$ cat config.mk
export PLATFORM = sky130hd
export DESIGN_NAME = fifo_rd_arbiter_flat
export DESIGN_NICKNAME = d
export VERILOG_FILES = /design/src/rtl/fifo_rd_arbiter_pkg.sv /design/src/rtl/fifo_rd_arbiter_if.sv /design/src/rtl/fifo_rd_arbiter_rr_pick.sv /design/src/rtl/fifo_rd_arbiter.sv /design/src/flat_wrapper.sv
export SDC_FILE = /design/constraint.sdc
export NUM_CORES = 1
export LEC_CHECK = 0
export BUFFER_PORTS_ARGS = -buffer_cell sky130_fd_sc_hd__clkbuf_2
export CAP_MARGIN = 40
export CORE_AREA = 2 2 52 54
export CTS_CLUSTER_SIZE = 20
export DETAILED_ROUTE_END_ITERATION = 8
export DIE_AREA = 0 0 54 56
export PLACE_DENSITY = 0.84
export SLEW_MARGIN = 20
export SYNTH_ARGS = -nofsm -noshare
export SYNTH_HDL_FRONTEND = slang
export SYNTH_SLANG_ARGS = --single-unit
$ cat constraint.sdc
create_clock -name r_clk -period 4.5 [get_ports r_clk]
set_input_delay 0 -clock r_clk [delete_from_list [all_inputs] [get_ports r_clk]]
set_output_delay 0 -clock r_clk [all_outputs]
set_load 0.01 [all_outputs]
$ cat src/rtl/fifo_rd_arbiter_pkg.sv
// fifo_rd_arb_pkg: shared types, limits and helpers for the FIFO read-side arbiter.
// Optional feature macro: FIFO_RD_ARB_FIXED_PRIO_EN (fixed lowest-index priority).
package fifo_rd_arb_pkg;

  // Arbiter control states: no owner, or one owner popping words
  typedef enum logic {
    ST_IDLE  = 1'b0,
    ST_GRANT = 1'b1
  } arb_state_e;

  // Legal parameter ranges; the top refuses to elaborate outside them
  localparam int NREQ_MIN  = 2;
  localparam int NREQ_MAX  = 16;
  localparam int BURST_MIN = 1;

  // True when the consumer count and burst limit are inside the supported range
  function automatic bit params_legal(input int nreq, input int burst);
    return (nreq >= NREQ_MIN) && (nreq <= NREQ_MAX) && (burst >= BURST_MIN);
  endfunction

  // Index of the set bit of a one-hot vector of up to NREQ_MAX bits (0 when empty)
  function automatic logic [3:0] ONEHOT2IDX(input logic [15:0] onehot);
    logic [3:0] idx;
    idx = '0;
    for (int i = 0; i < 16; i++) begin
      if (onehot[i]) begin
        idx = idx | 4'(i);
      end
    end
    return idx;
  endfunction

endpackage

$ cat src/rtl/fifo_rd_arbiter_if.sv
// fifo_rd_arbiter_if: bundle between the arbiter, the FIFO read side and the consumers.
// The master modport is the arbiter's view; slave is the surrounding logic.
// Optional feature macro of the block: FIFO_RD_ARB_FIXED_PRIO_EN (no effect here).
interface fifo_rd_arbiter_if
  import fifo_rd_arb_pkg::*;
#(
  parameter int NREQ  = 4,
  parameter int WIDTH = 8
);

  logic [NREQ-1:0]  req;
  logic             r_empty;
  logic [WIDTH-1:0] r_data;
  logic             r_inc;
  logic [NREQ-1:0]  gnt;
  logic [WIDTH-1:0] out_data;
  logic [NREQ-1:0]  out_valid;
  logic             busy;

  modport master (
    input  req,
    input  r_empty,
    input  r_data,
    output r_inc,
    output gnt,
    output out_data,
    output out_valid,
    output busy
  );

  modport slave (
    output req,
    output r_empty,
    output r_data,
    input  r_inc,
    input  gnt,
    input  out_data,
    input  out_valid,
    input  busy
  );

endinterface

$ cat src/rtl/fifo_rd_arbiter_rr_pick.sv
// rr_pick: combinational rotate-priority encoder. The search starts one place after
// 'last' and wraps, so the most recent winner has the lowest priority next time.
// Tying 'last' to NREQ-1 turns it into a plain lowest-index-wins encoder, which is
// how the top uses it when FIFO_RD_ARB_FIXED_PRIO_EN is defined.
module rr_pick
  import fifo_rd_arb_pkg::*;
#(
  parameter int NREQ  = 4,
  parameter int IDX_W = $clog2(NREQ)
) (
  input  logic [NREQ-1:0]  req,
  input  logic [IDX_W-1:0] last,
  output logic [NREQ-1:0]  gnt,
  output logic [IDX_W-1:0] idx,
  output logic             any
);

  // Walk the requesters from last+1 around to last and keep the first one found
  always_comb begin
    int cand;
    cand = 0;
    gnt  = '0;
    idx  = '0;
    any  = 1'b0;
    for (int off = 1; off <= NREQ; off++) begin
      cand = (int'(last) + off) % NREQ;
      if (!any && req[IDX_W'(cand)]) begin
        any                 = 1'b1;
        gnt[IDX_W'(cand)]   = 1'b1;
        idx                 = IDX_W'(cand);
      end
    end
  end

endmodule

$ cat src/rtl/fifo_rd_arbiter.sv
// fifo_rd_arbiter: shares the async FIFO read port among NREQ consumers in the read
// clock domain. One owner at a time pops up to BURST words; each popped word is
// returned one cycle later with a one-hot valid naming its consumer.
// Optional feature macro: FIFO_RD_ARB_FIXED_PRIO_EN -- when defined, the lowest
// requesting index always wins and the round-robin 'last' register is removed.
module fifo_rd_arbiter
  import fifo_rd_arb_pkg::*;
#(
  parameter int NREQ  = 4,
  parameter int WIDTH = 8,
  parameter int BURST = 4
) (
  input logic               r_clk,
  input logic               r_rst,
  fifo_rd_arbiter_if.master bus
);

  localparam int IDX_W = $clog2(NREQ);
  localparam int CNT_W = $clog2(BURST) + 1;

  // Refuse to build an arbiter outside the supported consumer/burst range
  if (!params_legal(NREQ, BURST)) begin : g_param_check
    $error("fifo_rd_arbiter: NREQ must be 2..16 and BURST must be >= 1");
  end

  arb_state_e       state_q, state_d;
  logic [NREQ-1:0]  gnt_q, gnt_d;
  logic [NREQ-1:0]  out_valid_q, out_valid_d;
  logic [WIDTH-1:0] out_data_q, out_data_d;
  logic [CNT_W-1:0] cnt_q, cnt_d;

  logic [IDX_W-1:0] pick_last;
  logic [IDX_W-1:0] pick_idx;
  logic [NREQ-1:0]  pick_gnt;
  logic             pick_any;

  logic [IDX_W-1:0] owner_idx;
  logic             owner_req;
  logic             pop;
  logic             burst_done;
  logic             release_now;

`ifdef FIFO_RD_ARB_FIXED_PRIO_EN
  // Search always starts at index 0, so no winner history is kept
  assign pick_last = IDX_W'(NREQ - 1);
`else
  logic [IDX_W-1:0] last_q, last_d;
  assign pick_last = last_q;
`endif

  rr_pick #(
    .NREQ  (NREQ),
    .IDX_W (IDX_W)
  ) u_rr_pick (
    .req  (bus.req),
    .last (pick_last),
    .gnt  (pick_gnt),
    .idx  (pick_idx),
    .any  (pick_any)
  );

  // The owner index is recovered from the registered one-hot grant
  assign owner_idx  = IDX_W'(ONEHOT2IDX(16'(gnt_q)));
  assign owner_req  = bus.req[owner_idx];
  assign burst_done = (cnt_q == CNT_W'(BURST - 1));

  // Pop strobe is combinational so a word can move every cycle; reset silences it
  assign pop = (state_q == ST_GRANT) && owner_req && !bus.r_empty && !r_rst;

  // The grant ends on its last allowed pop, or as soon as the owner or the FIFO runs dry
  assign release_now = (pop && burst_done) || !owner_req || bus.r_empty;

  assign bus.r_inc     = pop;
  assign bus.gnt       = gnt_q;
  assign bus.out_data  = out_data_q;
  assign bus.out_valid = out_valid_q;
  assign bus.busy      = (state_q == ST_GRANT);

  // Next-state logic: pick a winner from IDLE, count pops and release while granted
  always_comb begin
    state_d     = state_q;
    gnt_d       = gnt_q;
    out_valid_d = '0;
    out_data_d  = out_data_q;
    cnt_d       = cnt_q;
`ifndef FIFO_RD_ARB_FIXED_PRIO_EN
    last_d      = last_q;
`endif
    case (state_q)
      ST_IDLE: begin
        if (pick_any && !bus.r_empty) begin
          state_d = ST_GRANT;
          gnt_d   = pick_gnt;
          cnt_d   = '0;
`ifndef FIFO_RD_ARB_FIXED_PRIO_EN
          last_d  = pick_idx;
`endif
        end
      end
      ST_GRANT: begin
        if (pop) begin
          out_data_d  = bus.r_data;
          out_valid_d = gnt_q;
          cnt_d       = cnt_q + 1'b1;
        end
        if (release_now) begin
          state_d = ST_IDLE;
          gnt_d   = '0;
        end
      end
      default: begin
        state_d = ST_IDLE;
        gnt_d   = '0;
      end
    endcase
  end

  // State and registered outputs; reset drops any in-flight pop and restarts at consumer 0
  always_ff @(posedge r_clk) begin
    if (r_rst) begin
      state_q     <= ST_IDLE;
      gnt_q       <= '0;
      out_valid_q <= '0;
      out_data_q  <= '0;
      cnt_q       <= '0;
`ifndef FIFO_RD_ARB_FIXED_PRIO_EN
      last_q      <= IDX_W'(NREQ - 1);
`endif
    end else begin
      state_q     <= state_d;
      gnt_q       <= gnt_d;
      out_valid_q <= out_valid_d;
      out_data_q  <= out_data_d;
      cnt_q       <= cnt_d;
`ifndef FIFO_RD_ARB_FIXED_PRIO_EN
      last_q      <= last_d;
`endif
    end
  end

`ifdef FIFO_RD_ARB_FIXED_PRIO_EN
  // The encoder's index output only feeds the round-robin history
  logic unused_pick_idx;
  assign unused_pick_idx = ^pick_idx;
`endif

endmodule

$ cat src/flat_wrapper.sv
// flat-port wrapper written by rule: the top's interface ports become plain ports
module fifo_rd_arbiter_flat import fifo_rd_arb_pkg::*;
#(
  parameter int NREQ  = 4,
  parameter int WIDTH = 8,
  parameter int BURST = 4
)
  (r_clk, r_rst, bus_req, bus_r_empty, bus_r_data, bus_r_inc, bus_gnt, bus_out_data, bus_out_valid, bus_busy);
  fifo_rd_arbiter_if #(.NREQ(NREQ), .WIDTH(WIDTH)) bus_i ();
  input logic r_clk;
  input logic r_rst;
  input wire logic [$bits(bus_i.req)-1:0] bus_req;
  input wire logic [$bits(bus_i.r_empty)-1:0] bus_r_empty;
  input wire logic [$bits(bus_i.r_data)-1:0] bus_r_data;
  output wire logic [$bits(bus_i.r_inc)-1:0] bus_r_inc;
  output wire logic [$bits(bus_i.gnt)-1:0] bus_gnt;
  output wire logic [$bits(bus_i.out_data)-1:0] bus_out_data;
  output wire logic [$bits(bus_i.out_valid)-1:0] bus_out_valid;
  output wire logic [$bits(bus_i.busy)-1:0] bus_busy;
  assign bus_i.req = bus_req;
  assign bus_i.r_empty = bus_r_empty;
  assign bus_i.r_data = bus_r_data;
  assign bus_r_inc = bus_i.r_inc;
  assign bus_gnt = bus_i.gnt;
  assign bus_out_data = bus_i.out_data;
  assign bus_out_valid = bus_i.out_valid;
  assign bus_busy = bus_i.busy;
  fifo_rd_arbiter #(.NREQ(NREQ), .WIDTH(WIDTH), .BURST(BURST)) u_core (.r_clk(r_clk), .r_rst(r_rst), .bus(bus_i));
endmodule
==> impl_metrics.csv <==
group,metric,value,unit
grt,grt_max_degree,22,
setup_path,cpPeakStageDelay,700,ps
hold_path,min_from,"bus_r_empty",
clock_tree,clkSinkCount,22,
yosys,synth_common_cells,"27 x nor2_1, 22 x dfxtp_1, 13 x mux2i_1",
power,ir_drop,0.200,mV
job,drv_cap,0,
grt,antenna_found_initial,0,
route,via_per_inst,5.57,
yosys,synth.avg_cell_area,9.05,µm²
setup_path,worstSetupPathType,"reg2reg",
clock_tree,clock_path_buffers,2,
clock_tree,hold_buffers,8,
clock_tree,clockRootBuffer,"clkbuf_4",
clock_tree,path_clk_slew,120,ps
sta,clock.fmax,0.402,GHz
placement,gp_congestion,0.852,
route,drt_iter0_markers,21,
die,row_count,18,
yosys,netlist_top_cells_area,"dfxtp_1 32%, mux2i_1 9.5%, ha_1 9.2%",
setup_path,cp_max_fo,15,
setup_path,worstPathCellList,"inv_1 > ha_1 > mux4_2 > nor4_2 > o2111ai_1 > nand3_1 > a221o_2",
setup_path,rrSetupSlack,2010,ps
die,ioPinCount,33,
hold_path,worstHoldEndpoint,"u_core.last_q[0]",
route,drc,0,
setup_path,reg2reg_to,"u_core.bus.gnt[3]",
layout,fin_cells,216,
setup_path,critical-path-top-delay-family,"flip-flops",
yosys,synth_edf_count,0,
sta,fin_worst_skew,2.30,ps
grt,grt_pass1_wl,4720,µm
sta,fin_setup_tns,0,ps
power,p_leak,0.810,nW
status,status,"finished clean",
grt,grt_pass1_vias,1113,
yosys,synth_area,0.00137,mm²
sta,rsz0062_at_grt,"no",
setup_path,rr_startpoint,"u_core.last_q[0]",
die,die_h,56,µm
yosys,netlist-cell-type-count,41,
layout,fillers,199,
setup_path,cp_data_required_time,4750,ps
sta,max-slew-margin-rel,0.522,
yosys,postSynth.asyncResetShare,0,
sta,layout_min_cycle_time,2490,ps
layout,area_growth,19.3,%
sta,drv_slew,0,
route,postRouteAntennaNets,0,
sta,fin_ws,2010,ps
setup_path,cp.depth,7,
setup_path,critPathBufInv,1,
yosys,yosys.area.top_type,"dfxtp_1",
yosys,synth_top_cell_area_share,0.322,
route,firstDrtPassIters,4,
route,vias,1204,
sta,setup_viol,0,
clock_tree,htreeDepth,1,
placement,port_buffers,32,
die,core-area,0.00243,mm²
clock_tree,insertion_delay,300,ps
grt,grt_remaining_overflow,0,
yosys,yosysSeqAreaShare,0.322,
die,initial_core_util,0.562,
setup_path,cp-start-kind,"flip-flop",
die,dieWidth,54,µm
sta,tightest_slew,715,ps
clock_tree,postCtsResizedCells,0,
setup_path,arrival,2740,ps
clock_tree,cts_tree,"done",
placement,place_inst,204,
layout,finalNetCount,212,
yosys,ys.warnings.count,0,
yosys,synth.most_common_cell,"nor2_1",
sta,period_share,0.553,
hold_path,min_path_type,"in2reg",
hold_path,hold_depth,5,
setup_path,crit_path_end_kind,"flip-flop",
route,finalWirelength,2950,µm
setup_path,reg2regPathDepth,7,
layout,diodes,0,
grt,grt_use_total,0.205,
setup_path,critical-path-slowest-cell,"dfxtp_1",
sta,hold_viol,0,
die,die-area,0.00302,mm²
route,wl_per_cell,13.7,µm
yosys,syn_inst,151,
placement,hpwl,2140,µm
clock_tree,cts_made_buffers,3,
yosys,mappedNetlistNets,176,
yosys,ys_seq_elements,22,
placement,place_ws,2050,ps
layout,drive_gt1_frac,0.237,
power,p_per_area,314,mW/mm²
clock_tree,post_cts_buffers,0,
yosys,synth_ff_type,"dfxtp_1",
## per-stage QoR
step                      total power (W)   util  area (µm²)  hold WS, ps
after floorplan                  0.000366      -        1370          144
after global placement           0.000397  0.622        1510          233
after detailed placement         0.000402  0.622        1510          237
after global routing             0.000544  0.670        1630          178
final                            0.000512  0.670        1630          162
after CTS                        0.000513  0.670        1630          141
## per-layer routing
| metal | part of all wire | GRT usage |
|---|---|---|
| met5 | 0 | 0 |
| met3 | 0.057 | 0.0296 |
| met2 | 0.49 | 0.362 |
| met4 | 0.0092 | 0.0607 |
| met1 | 0.44 | 0.248 |
## worst max-delay path by stage
stage,endpoint,slack (ps),startpoint
2_1_floorplan,u_core.bus.gnt[0],2380,u_core.last_q[1]
3_3_place_gp,u_core.bus.gnt[0],2130,u_core.last_q[0]
3_5_place_dp,u_core.bus.gnt[3],2050,u_core.last_q[0]
4_1_cts,u_core.bus.gnt[3],2030,u_core.last_q[0]
5_1_grt,u_core.bus.gnt[3],1840,u_core.last_q[0]
6_report,u_core.bus.gnt[3],2010,u_core.last_q[0]
## layout by cell type, fill, tap and decap left out, drive strengths merged
cell type,n
dfxtp,22
mux2i,13
nor2b,2
nor2,27
or2,1
o31a,1
mux4,3
o2111ai,2
ha,10
a22o,1
o21a,1
xnor2,1
inv,5
nand2b,2
a211oi,1
o211a,1
a31oi,2
dlygate4sd3,8
a21oi,1
a22oi,1
o22ai,1
nor4,3
and3b,2
o211ai,1
nand3,7
a221o,3
mux2,2
nand2,7
nor3,2
and2,5
o21ai,8
clkbuf,36
a221oi,1
nor3b,3
## final cells by class
type | instances | area, µm² | area share
clock buffers | 4 | 36.3 | 0.0223
inverters | 5 | 18.8 | 0.0115
multi-input cells | 115 | 857 | 0.526
flip-flops and latches | 22 | 440 | 0.270
well taps | 30 | 37.5 | 0.0230
repair buffers | 40 | 240 | 0.147
## power by group
group | switching (W) | internal (W)
Clock | 0.0000570 | 0.0000493
Sequential | 0.0000248 | 0.000207
Combinational | 0.0000930 | 0.0000808
Total | 0.000175 | 0.000337
## cells by family (layout without fill, tap and decap cells)
logic type,Yosys count,in the layout,share of synthesized area
multiplexers,18,18,0.167
buffers and inverters,14,49,0.0504
flip-flops,22,22,0.322
adder cells (fa/ha/maj),10,10,0.0916
AO/OA/AOI/OAI,25,25,0.132
AND/OR/NAND/NOR,61,61,0.231
XOR/XNOR,1,1,0.00641
## registers in the layout (all words and copies together), names as in the netlist
register              count
u_core.bus.out_data       8
u_core.bus.gnt            4
u_core.last_q             2
u_core.bus.out_valid      4
u_core.bus.busy           1
u_core.cnt_q              3
## tightest hold or removal path, delay by kind of cell
family / cells / cell delay, ps
buffers and inverters: 1 / 110
xor gates and xnor gates: 1 / 80
AOI/OAI and AO/OA: 1 / 130
and+or+nand+nor: 2 / 120
(Power assumes the default switching activity.)
